===== src/rtl/cdb_arbiter.sv =====
// Common data bus arbiter: merges per-unit execute results onto NUM_CDB registered
// broadcast ports, with a per-source FIFO for losers and branch-first priority.
package cdb_pkg;
  typedef struct packed {
    logic        valid;
    logic [5:0]  rob_idx;
    logic [6:0]  prd;
    logic [31:0] rd_v;
  } cdb_t;
endpackage

module cdb_arbiter
  import cdb_pkg::*;
#(
  parameter int NUM_SRC   = 5,
  parameter int NUM_CDB   = 2,
  parameter int BUF_DEPTH = 4,
  parameter int BR_IDX    = 3
) (
  input  logic               clk,
  input  logic               rst,
  input  logic               global_branch_signal,
  input  cdb_t               cdb_in  [NUM_SRC],
  output cdb_t               cdb_out [NUM_CDB],
  output logic [NUM_SRC-1:0] stall,
  output logic               overflow
);

  localparam int PW  = (BUF_DEPTH > 1) ? $clog2(BUF_DEPTH) : 1;
  localparam int CW  = $clog2(BUF_DEPTH + 1);
  localparam int RW  = (NUM_SRC > 1) ? $clog2(NUM_SRC) : 1;
  localparam int NW  = $clog2(NUM_CDB + 1);
  localparam int PIW = (NUM_CDB > 1) ? $clog2(NUM_CDB) : 1;

  cdb_t          mem_q    [NUM_SRC][BUF_DEPTH];
  logic [PW-1:0] rd_ptr_q [NUM_SRC];
  logic [PW-1:0] wr_ptr_q [NUM_SRC];
  logic [CW-1:0] count_q  [NUM_SRC];
  logic [RW-1:0] rr_ptr_q, rr_ptr_d;
  cdb_t          out_q    [NUM_CDB];
  cdb_t          out_d    [NUM_CDB];
  logic          overflow_q;

  cdb_t               cand [NUM_SRC];
  logic [NUM_SRC-1:0] cand_vld, fifo_empty, gnt, pop, push, drop;
  logic [RW:0]        sum;
  logic [RW-1:0]      s;
  logic [NW-1:0]      n;

  function automatic logic [PW-1:0] ptr_inc(input logic [PW-1:0] p);
    return (p == PW'(BUF_DEPTH - 1)) ? '0 : p + 1'b1;
  endfunction

  // FIFO head takes precedence over the live input so per-source order is kept.
  always_comb begin
    for (int i = 0; i < NUM_SRC; i++) begin
      fifo_empty[i] = (count_q[i] == '0);
      cand_vld[i]   = !fifo_empty[i] || cdb_in[i].valid;
      cand[i]       = fifo_empty[i] ? cdb_in[i] : mem_q[i][rd_ptr_q[i]];
    end
  end

  always_comb begin
    gnt      = '0;
    rr_ptr_d = rr_ptr_q;
    n        = '0;
    sum      = '0;
    s        = '0;
    for (int p = 0; p < NUM_CDB; p++) out_d[p] = '0;

    if (cand_vld[BR_IDX]) begin
      gnt[BR_IDX] = 1'b1;
      out_d[0]    = cand[BR_IDX];
      n           = NW'(1);
    end

    for (int k = 0; k < NUM_SRC; k++) begin
      sum = {1'b0, rr_ptr_q} + (RW+1)'(k);
      if (sum >= (RW+1)'(NUM_SRC)) sum = sum - (RW+1)'(NUM_SRC);
      s = sum[RW-1:0];
      if (s != RW'(BR_IDX) && cand_vld[s] && n < NW'(NUM_CDB)) begin
        gnt[s]            = 1'b1;
        out_d[n[PIW-1:0]] = cand[s];
        n                 = n + 1'b1;
        rr_ptr_d          = (s == RW'(NUM_SRC - 1)) ? '0 : s + 1'b1;
      end
    end
  end

  // An input is pushed unless it went straight out; a full FIFO without a pop drops it.
  always_comb begin
    for (int i = 0; i < NUM_SRC; i++) begin
      pop[i]  = !fifo_empty[i] && gnt[i];
      drop[i] = cdb_in[i].valid && !(fifo_empty[i] && gnt[i]) &&
                (count_q[i] == CW'(BUF_DEPTH)) && !pop[i];
      push[i] = cdb_in[i].valid && !(fifo_empty[i] && gnt[i]) && !drop[i];
    end
  end

  always_ff @(posedge clk) begin
    if (rst || global_branch_signal) begin
      for (int i = 0; i < NUM_SRC; i++) begin
        rd_ptr_q[i] <= '0;
        wr_ptr_q[i] <= '0;
        count_q[i]  <= '0;
      end
      for (int p = 0; p < NUM_CDB; p++) out_q[p] <= '0;
    end else begin
      for (int i = 0; i < NUM_SRC; i++) begin
        if (pop[i])  rd_ptr_q[i] <= ptr_inc(rd_ptr_q[i]);
        if (push[i]) wr_ptr_q[i] <= ptr_inc(wr_ptr_q[i]);
        count_q[i] <= count_q[i] + CW'(push[i]) - CW'(pop[i]);
      end
      for (int p = 0; p < NUM_CDB; p++) out_q[p] <= out_d[p];
    end
  end

  // Flush leaves the round-robin pointer and the sticky flag alone.
  always_ff @(posedge clk) begin
    if (rst) begin
      rr_ptr_q   <= '0;
      overflow_q <= 1'b0;
    end else if (!global_branch_signal) begin
      rr_ptr_q   <= rr_ptr_d;
      overflow_q <= overflow_q | (|drop);
    end
  end

  always_ff @(posedge clk) begin
    for (int i = 0; i < NUM_SRC; i++) begin
      if (!rst && !global_branch_signal && push[i]) mem_q[i][wr_ptr_q[i]] <= cdb_in[i];
    end
  end

  always_comb begin
    for (int p = 0; p < NUM_CDB; p++) cdb_out[p] = out_q[p];
    for (int i = 0; i < NUM_SRC; i++) stall[i] = (count_q[i] >= CW'(BUF_DEPTH - 1));
  end

  assign overflow = overflow_q;

endmodule

===== config.mk =====
export PLATFORM = sky130hd
export DESIGN_NAME = cdb_arbiter
export DESIGN_NICKNAME = d
export VERILOG_FILES = /design/src/rtl/cdb_arbiter.sv
export SDC_FILE = /design/constraint.sdc
export NUM_CORES = 2
export LEC_CHECK = 0
export BUFFER_PORTS_ARGS = -buffer_cell sky130_fd_sc_hd__buf_2
export CELL_PAD_IN_SITES_DETAIL_PLACEMENT = 0
export CELL_PAD_IN_SITES_GLOBAL_PLACEMENT = 1
export CORE_MARGIN = 1
export CORE_UTILIZATION = 55
export DETAILED_ROUTE_END_ITERATION = 10
export PLACE_DENSITY_LB_ADDON = 0.1
export SYNTH_ARGS = -nofsm -noshare
export SYNTH_HDL_FRONTEND = slang
export SYNTH_SLANG_ARGS = --single-unit

===== constraint.sdc =====
create_clock -name clk -period 14.02 [get_ports clk]
set_input_delay 1.402 -clock clk [delete_from_list [all_inputs] [get_ports clk]]
set_output_delay 1.402 -clock clk [all_outputs]
set_load 0.01 [all_outputs]

==> impl_metrics.tcl <==
set metrics [dict create \
    status "finished, violations left" \
    violations "max-capacitance violations, max-slew violations" \
    synth_ff_type "edfxtp_1" \
    coreArea_mm2 0.0952 \
    cap_violations 3 \
    clk_latency_ps 730 \
    synth_area_mm2 0.0529 \
    grt_max_degree 81 \
    netlist.top_cell.by_area "edfxtp_1" \
    wl_per_cell_um 33.8 \
    pwr_density_cell_mw_per_mm2 287 \
    track_usage_pct 38.1 \
    cp-start-kind "register" \
    crit_type "reg2reg" \
    layout.nets 4519 \
    die-area_mm2 0.0975 \
    crit_buf_inv 8 \
    slowest_stage "ha_1" \
    relSlewSlack_pct -1.85 \
    finalMaxSlewViolations 3 \
    antenna_left 0 \
    grt_overflow 0 \
    hold_class "reg2reg" \
    io_pins 331 \
    rows 113 \
    postSynthAreaPerCell_um2 13.2 \
    cts_tree "yes" \
    initial_core_util_pct 55.6 \
    ys_ff_latch 1051 \
    portBuffers 330 \
    timing.rr.end "out_q[0][68]" \
    cts_root_buffer "clkbuf_16" \
    ys_top_cells_by_area "edfxtp_1 (53%), mux4_2 (9.8%), dfxtp_1 (4.2%)" \
    cts_buffer_depth 3 \
    async_reset_ff_share_pct 0 \
    power_frac_seq_pct 22.5 \
    min_delay_worst_endpoint "overflow" \
    worst-path-max-fanout 76 \
    drcViolationCount 0 \
    fin_crit_sh_pct 67.9 \
    yosys_warnings 0 \
    setup_tns_ps 0 \
    synth_enable_flop_cells 940 \
    irDropWorstVdd_mv 0.300 \
    setup_viol 0 \
    die_h_um 312 \
    yosys.area_share.adder_pct 1.76 \
    cts_htree_levels 3 \
    synth_xor_area_share_pct 0.132 \
    worst_slack_ps 4500 \
    synth_top_area_share_pct 53.3 \
    regArea_mm2 0.0304 \
    design_area_mm2 0.0596 \
    hold_ws_ps 501 \
    postPlaceCellArea_mm2 0.0560 \
    regToRegSetupSlack_ps 4500 \
    ys_top_cells_by_count "edfxtp_1 (940), nor2_1 (347), nand2_1 (316)" \
    swShare_pct 48.8 \
    fin_util_pct 62.6 \
    vias_per_cell 7.04 \
    synth_top_family_by_area "compound AO/OA/AOI/OAI gates" \
    cp.required_ps 14620 \
    vias 39300 \
    worst_pin_slew_ps 1490 \
    cts_made_buffers 107 \
    hp-start "overflow" \
    p_int_mw 8.77 \
    syn_inst 4005 \
    p_comb_share_pct 60.4 \
    post_cts_buffers 0 \
    drt-total-wl_um 188000 \
    yosysUniqueCellTypes 87 \
    dp_hpwl_um 121000 \
    hold_path_depth 2 \
    synth_most_common_cell "edfxtp_1" \
    path_cells "clkinv_1 > ha_1 > a2bb2oi_4 > buf_4 > inv_1 > ha_1 > nor4b_1 > a31o_2 > nand2_2 > buf_4 > inv_1 > ha_1 > nand3b_1 > nor4_1 > o31a_2 > buf_4 > o21ai_0 > a211oi_4 > buf_4 > buf_4 > a211oi_1 > a211oi_1" \
    max_freq_mhz 105 \
    r2r_cells 22 \
    fp.dieW_um 312 \
    grt_first_pass_wirelength_um 267000 \
    layout-drive-gt1-share_pct 24.8 \
    place.gp.congestion 1.01 \
    critPathArrivalTime_ps 10120 \
    multi_input_area_mm2 0.0211 \
    cp_top_family "buffers and inverters" \
    timing.rr.start "rr_ptr_q[2]" \
    synth_nets 4309 \
    pre_cts_slack_ps 4960 \
    drt_iter0_drc 6093 \
    clk_pin_slew_ps 70 \
    area_delta_synth_final_pct 12.6 \
    power.switching_mw 8.36 \
    pwr-share-clk_pct 17.1 \
    antenna_found_initial 9 \
    synth_compound_area_share_pct 15.4 \
    synth-seq-area-share_pct 57.5 \
    firstDrtPassIters 9 \
    grt_pass1_vias 37400 \
    skew_ps 44.8 \
    ctsHoldBuffers 0 \
    leakage_nw 20.2 \
    yosys-mux-area-fraction_pct 14.9 \
    endpoint_kind "register" \
    synth_simple_gate_area_share_pct 7.02 \
    period_needed_ps 9520 \
    n_fill_cell 7147 \
    ctsResizeCount 0 \
    rsz0062_at_grt "false" \
    max_stage_delay_ps 930 \
    path_common_cell "buf_4" \
    hold_viol 0 \
    cts.sinks 1051 \
]
[logic make-up after synthesis]
logic type / count (synthesis)
fa+ha+maj: 71
flops: 1051
compound gates: 1097
buf+inv: 438
simple gates: 854
mux: 486
xor+xnor: 8
[power by group through the flow]
stage,Combinational (mW),Clock [mW],Sequential [mW]
after CTS,9.90,2.96,3.84
final,10.3,2.93,3.85
after global placement,9.84,0,3.90
after floorplan,6.62,0,3.85
after detailed placement,9.85,0,3.90
after global routing,10.7,3.07,3.86
[final cells by class]
| class | instances | share of cell area [%] |
|---|---|---|
| antenna | 1 | 0.00420 |
| clock buffer | 121 | 4.62 |
| clock inverter | 81 | 1.47 |
| inverter | 105 | 0.661 |
| multi-input combinational | 2516 | 35.4 |
| sequential | 1051 | 51.1 |
| tap | 1265 | 2.66 |
| timing repair buffer | 434 | 4.08 |
[cell usage in the layout, fill, tap and decap left out, drive strengths merged, types with 9 or more instances in the layout]
| cell | count |
|---|---|
| a22oi | 69 |
| inv | 108 |
| a211oi | 176 |
| mux2 | 116 |
| o211ai | 92 |
| nor3 | 37 |
| and3 | 21 |
| a221o | 14 |
| ha | 65 |
| nand3 | 19 |
| a222oi | 34 |
| o221ai | 71 |
| bufinv | 15 |
| edfxtp | 940 |
| o21a | 9 |
| a31oi | 17 |
| clkbuf | 121 |
| nor2 | 347 |
| clkinv | 55 |
| or4 | 9 |
| o22ai | 136 |
| o2111ai | 24 |
| a311oi | 26 |
| or2 | 9 |
| o221a | 18 |
| dfxtp | 111 |
| a21oi | 132 |
| a221oi | 64 |
| nand3b | 9 |
| and2 | 24 |
| nand2 | 317 |
| a41oi | 11 |
| mux2i | 140 |
| buf | 434 |
| o21ai | 94 |
| o31ai | 33 |
| o31a | 25 |
| mux4 | 230 |
| nor4 | 21 |
| nand2b | 21 |
[worst max-delay path by stage]
stage	slack [ps]	end	startpoint	cells after the start
finish	4500	out_q[0][68]	rr_ptr_q[2]	22
floorplan	5440	mem_q[0][184]	rr_ptr_q[0]	29
global route	4160	out_q[0][74]	rr_ptr_q[2]	22
detailed placement	4960	out_q[0][48]	rr_ptr_q[2]	22
CTS	4880	out_q[0][72]	rr_ptr_q[2]	22
global placement	5150	out_q[0][74]	rr_ptr_q[2]	22
[layer usage]
metal	vias to the layer above	global-route usage [%]	wire length, µm
li1	16600	-	-
met1	19400	48.9	67500
met2	2681	56.7	83000
met3	589	11.9	23500
met4	2	23.6	14200
met5	-	0	8
[metrics by stage]
stage               total power, mW  std cells
CTS                            16.7       5573
finish                         17.1       5574
global placement               13.7       5371
detailed placement             13.8       5371
global route                   17.7       5574
floorplan                      10.5       4005
[flip-flops by register name, indices dropped and copies added (netlist names)]
register / flops
mem_q: 920
out_q: 92
count_q: 15
rd_ptr_q: 10
wr_ptr_q: 10
rr_ptr_q: 3
overflow: 1
[worst register-to-register path, delay by kind of cell, from the launching register on]
family / cells / cell delay [ps]
compound gates: 7 / 1740
buf+inv: 8 / 4220
flops: 1 / 730
simple gates: 4 / 1190
fa+ha+maj: 3 / 1540
Note: power is estimated with default switching activity, not from simulation.
